===== src/rtl/run_sequencer.sv =====
// Batch program sequencer: launches each selected program on the core in index order,
// times it, and keeps a per-program cycle-count / timeout table. Optional watchdog: RUN_SEQ_TIMEOUT_EN.
module run_sequencer #(
    parameter int D       = 12,
    parameter int A       = 3,
    parameter int TIMEOUT = 1000
) (
    input  logic              clk,
    input  logic              reset,
    input  logic              start,
    input  logic [2**A-1:0]   prog_mask,
    output logic              cpu_req,
    output logic [A-1:0]      cpu_sel,
    input  logic              cpu_done,
    output logic              busy,
    output logic              all_done,
    input  logic [A-1:0]      rd_idx,
    output logic [D-1:0]      rd_cycles,
    output logic              rd_tmo
);

    localparam int NPROG = 2**A;

    typedef enum logic [2:0] {S_IDLE, S_REQ, S_WAIT, S_NEXT, S_DONE} state_t;

    state_t             r_state;
    state_t             w_state_nxt;
    logic [NPROG-1:0]   r_mask;
    logic [A-1:0]       r_idx;
    logic [D-1:0]       r_cnt;
    logic [D-1:0]       r_cycles [NPROG];
    logic               r_tmo    [NPROG];

    logic [A:0]         w_first;
    logic [A:0]         w_next;
    logic [D-1:0]       w_cnt_nxt;
    logic               w_timeout;

    // Lowest set bit of m at or above lo; MSB of the result flags "found".
    function automatic logic [A:0] first_from(input logic [NPROG-1:0] m, input int lo);
        logic [A:0] r;
        r = '0;
        for (int i = NPROG - 1; i >= 0; i--) begin
            if (m[i] && i >= lo) r = {1'b1, A'(i)};
        end
        return r;
    endfunction

    assign w_first   = first_from(prog_mask, 0);
    assign w_next    = first_from(r_mask, int'(r_idx) + 1);
    assign w_cnt_nxt = (r_cnt == '1) ? r_cnt : r_cnt + 1'b1;

`ifdef RUN_SEQ_TIMEOUT_EN
    localparam logic [D-1:0] TMO_LIM = D'(TIMEOUT);
    assign w_timeout = (w_cnt_nxt == TMO_LIM);
`else
    assign w_timeout = 1'b0;
`endif

    always_ff @(posedge clk) begin
        if (!reset) r_state <= S_IDLE;
        else        r_state <= w_state_nxt;
    end

    always_comb begin
        w_state_nxt = r_state;
        case (r_state)
            S_IDLE:  if (start) w_state_nxt = w_first[A] ? S_REQ : S_DONE;
            S_REQ:   w_state_nxt = S_WAIT;
            S_WAIT:  if (cpu_done || w_timeout) w_state_nxt = S_NEXT;
            S_NEXT:  w_state_nxt = w_next[A] ? S_REQ : S_DONE;
            S_DONE:  w_state_nxt = S_IDLE;
            default: w_state_nxt = S_IDLE;
        endcase
    end

    always_comb begin
        cpu_req  = (r_state == S_REQ);
        cpu_sel  = (r_state == S_REQ || r_state == S_WAIT) ? r_idx : '0;
        busy     = (r_state != S_IDLE);
        all_done = (r_state == S_DONE);
    end

    // A completion on the watchdog cycle wins and is recorded as a normal finish.
    always_ff @(posedge clk) begin
        if (!reset) begin
            r_mask <= '0;
            r_idx  <= '0;
            r_cnt  <= '0;
            for (int i = 0; i < NPROG; i++) begin
                r_cycles[i] <= '0;
                r_tmo[i]    <= 1'b0;
            end
        end else begin
            case (r_state)
                S_IDLE: if (start && w_first[A]) begin
                    r_mask <= prog_mask;
                    r_idx  <= w_first[A-1:0];
                end
                S_REQ:  r_cnt <= '0;
                S_WAIT: begin
                    r_cnt <= w_cnt_nxt;
                    if (cpu_done) begin
                        r_cycles[r_idx] <= w_cnt_nxt;
                        r_tmo[r_idx]    <= 1'b0;
                    end else if (w_timeout) begin
                        r_cycles[r_idx] <= w_cnt_nxt;
                        r_tmo[r_idx]    <= 1'b1;
                    end
                end
                S_NEXT: if (w_next[A]) r_idx <= w_next[A-1:0];
                default: ;
            endcase
        end
    end

    assign rd_cycles = r_cycles[rd_idx];
    assign rd_tmo    = r_tmo[rd_idx];

endmodule

===== config.mk =====
export PLATFORM = sky130hd
export DESIGN_NAME = run_sequencer
export DESIGN_NICKNAME = d
export VERILOG_FILES = /design/src/rtl/run_sequencer.sv
export SDC_FILE = /design/constraint.sdc
export NUM_CORES = 1
export LEC_CHECK = 0
export ABC_CLOCK_PERIOD_IN_PS = 6650
export CORE_MARGIN = 10
export CORE_UTILIZATION = 64
export CTS_BUF_LIST = sky130_fd_sc_hd__clkbuf_16
export CTS_CLUSTER_SIZE = 25
export DETAILED_ROUTE_END_ITERATION = 16
export PLACE_DENSITY = 0.92
export SETUP_SLACK_MARGIN = 0.15
export SKIP_CTS_REPAIR_TIMING = 1
export SYNTH_ARGS = -nofsm -noshare
export SYNTH_HDL_FRONTEND = slang
export SYNTH_SLANG_ARGS = --single-unit

===== constraint.sdc =====
create_clock -name clk -period 6.65 [get_ports clk]
set_clock_uncertainty 0.05 [all_clocks]
set_input_delay 1.33 -clock clk [delete_from_list [all_inputs] [get_ports clk]]
set_output_delay 1.33 -clock clk [all_outputs]
set_load 0.005 [all_outputs]

==> key figures <==
Outcome
  • Status: completed

Cells and area
  • FF+latch area: 3400 µm²
  • Filler cell count: 499
  • N_diodes: 0
  • Area of the multi-input gates: 2280 µm²
  • NumNets Final: 529
  • Share of layout cells above drive strength 1: 14.6%
  • Post-layout util: 77.5%
  • Area Overhead vs Synth: 16.4%
  • Fin area: 6820 µm²

Yosys
  • Avg Inst Size Synth: 11.9 µm²
  • Yosys top cell area share: 49.2%
  • EDFF count, synth: 96
  • Most frequent cell after synthesis: nor2_1
  • Synthesized Nets: 511
  • Synthesized area: 5860 µm²
  • Sequential share of the synthesized area: 58.1%
  • Netlist cell types: 59
  • Commonest cells post-synth: nor2_1, edfxtp_1, nand2_1, clkbuf_1, dfxtp_1
  • Syn. warnings: 0
  • Fraction of registers with async set/reset: 0%
  • Number of synthesized register bits: 122
  • Top area cells in the synthesized netlist: edfxtp_1, mux4_2, dfxtp_1
  • Dominant synthesized flop cell: edfxtp_1
  • Gate Count Post-Synth: 491
  • Dominant cell type by area after synthesis: edfxtp_1

Pwr
  • Worst VDD drop: 0.191 mV
  • Total chip power: 0.00212 W
  • Leak: 2.32 nW
  • PD cells: 311 nW/µm²

GRT
  • First-pass GRT wire length: 22900 µm
  • Number of antenna violations at the first check in global routing: 0
  • Total GRT Usage: 23.1%
  • Largest net degree at the start of global routing: 30
  • Vias in the first global route: 4182
  • Remaining global-route overflow: 0

Timing
  • Fmax: 0.192 GHz
  • Tcrit/Tclk final: 78.3%
  • Post-layout min period: 5210 ps
  • Worst setup margin: 1440 ps
  • Max-slew headroom: 18.9%
  • Final setup violation count: 0
  • Max-slew violations: 0
  • RSZ-0062 raised after global routing: no
  • Slew at the pin closest to its max-slew limit: 1210 ps
  • Setup TNS: 0 ps
  • Final hold vios: 0

Critical path
  • Crit-path slowest cell: clkdlybuf4s50_1
  • Worst path most repeated cell: clkdlybuf4s50_1
  • Worst Setup Start Kind: primary input
  • CP max FO: 24
  • R2R cell count: 4
  • Reg2Reg Setup Slack: 3080 ps
  • WP buf/inv: 2
  • Critical-path cell list: clkdlybuf4s50_1 -> mux4_2 -> mux2_2 -> clkdlybuf4s50_1
  • Arrival @ worst endpoint: 3830 ps
  • Crit end category: output port
  • Critical Path Max Stage Delay: 1280 ps
  • WS Path Type: in -> out
  • FF-to-FF End: r_cycles[1][10]$_SDFFCE_PN0P_
  • Delay-heaviest family, CP: buffers and inverters
  • Reg2Reg Launch Point: r_state[1]$_SDFFE_PN0P_
  • CP required: 5270 ps

Placement
  • RD Place Congestion: 0.883
  • PortBufs: 32
  • Post-place instance area: 6180 µm²
  • Hpwl dp: 8900 µm
  • Pre-CTS setup slack: 1510 ps

Die
  • Starting Density: 66.6%
  • Core footprint: 8810 µm²
  • Die footprint: 13400 µm²
  • I/O pin total: 34
  • Die width: 116 µm
  • Die Height: 116 µm
  • Row Count: 34

Detailed routing
  • DRC violations left: 0
  • Pre-antenna DRT Iters: 6
  • Initial DRC Count: 524
  • Vias post-DR: 4213
  • DR WL/cell: 23.1 µm
  • Routed vias/inst: 6.70
  • Drt total wl: 14600 µm
  • Final ANT Viol Nets: 0

Clock tree
  • Max clock buf depth: 2
  • CTS Buf Count: 17
  • CTS clk-pin slew, worst paths: 50 ps
  • Clock Tree Root: clkbuf_16
  • Clock Sink Count: 122
  • # H-tree levels: 4
  • Worst skew pair latency: 420 ps
  • CTS tree: yes

Min path
  • Hold WC Path Type: reg -> reg
  • Hold path depth: 2
  • Hold_sp: r_mask[6]$_SDFFE_PN0P_
  • Hold Crit Endpoint: r_mask[6]$_SDFFE_PN0P_

Job
  • Max Cap Violations: 0
==> flip-flops by register name, indices dropped and copies added, names as in the netlist <==
register,flops
r_cycles,96
r_mask,8
r_cnt,12
r_idx,3
r_state,3
==> worst max path at each step <==
stage / start / to / slack [ps] / cells past startpoint
after global routing: rd_idx[1] / rd_cycles[10] / 1350 / 4
final: rd_idx[1] / rd_cycles[10] / 1440 / 4
after global placement: rd_idx[1] / rd_cycles[1] / 1620 / 4
after floorplan: rd_idx[0] / rd_cycles[0] / 2530 / 4
after CTS: rd_idx[1] / rd_cycles[10] / 1440 / 4
after detailed placement: rd_idx[1] / rd_cycles[6] / 1510 / 4
==> layout make-up <==
| class | instances | share of cell area, % |
|---|---|---|
| clock buffers | 17 | 6.23 |
| clock inverters | 14 | 3.25 |
| inverters | 4 | 0.220 |
| multi-input cells | 329 | 33.4 |
| flip-flops and latches | 122 | 49.9 |
| well taps | 108 | 1.98 |
| repair buffers | 35 | 5.02 |
==> report_power, final <==
part / total (W) / internal, W / switching [W]
clock: 0.00101 / 0.000665 / 0.000341
combinational: 0.000218 / 0.000101 / 0.000117
sequential: 0.000895 / 0.000858 / 0.0000369
total: 0.00212 / 0.00162 / 0.000495
==> stage by stage <==
step,cells,hold WS [ps]
2_1_floorplan,491,398
3_3_place_gp,598,419
3_5_place_dp,598,435
4_1_cts,629,441
5_1_grt,629,446
6_report,629,437
==> placed cells by master (no fill, tap or decap), drive strengths merged, types with 5 or more instances in the layout <==
cell type and n:
a21boi 10, a21oi 9, and2 6, bufinv 5
clkbuf 17, clkdlybuf4s50 32, clkinv 5, dfxtp 26
edfxtp 96, ha 5, inv 6, mux2 12
mux4 24, nand2 40, nand3 8, nand4 9
nor2 105, nor2b 5, nor3 8, o21ai 17
xor2 5
==> layer usage <==
metal | up-vias | GRT usage (%) | wire (µm)
li1 | 1858 | - | -
met1 | 2029 | 27.9 | 5370
met2 | 279 | 37.5 | 7340
met3 | 47 | 6.15 | 1400
met4 | 0 | 12.0 | 453
met5 | - | 0 | 0
==> kinds of logic after synthesis <==
group	synth area share, %
and+or+nand+nor	16.3
buffers and inverters	3.03
xor gates and xnor gates	1.34
DFF	58.1
AOI/OAI and AO/OA	8.07
adders and majority gates	1.07
other	0.0640
muxes	12.0
==> worst reg2reg max path: stages, from the launching register on <==
cell	delay (ps)
dfxtp_1	660
nand3_1	590
nor3b_1	510
nand3_1	610
nand2_1	780
No activity file was read; power rests on OpenSTA's default activity.
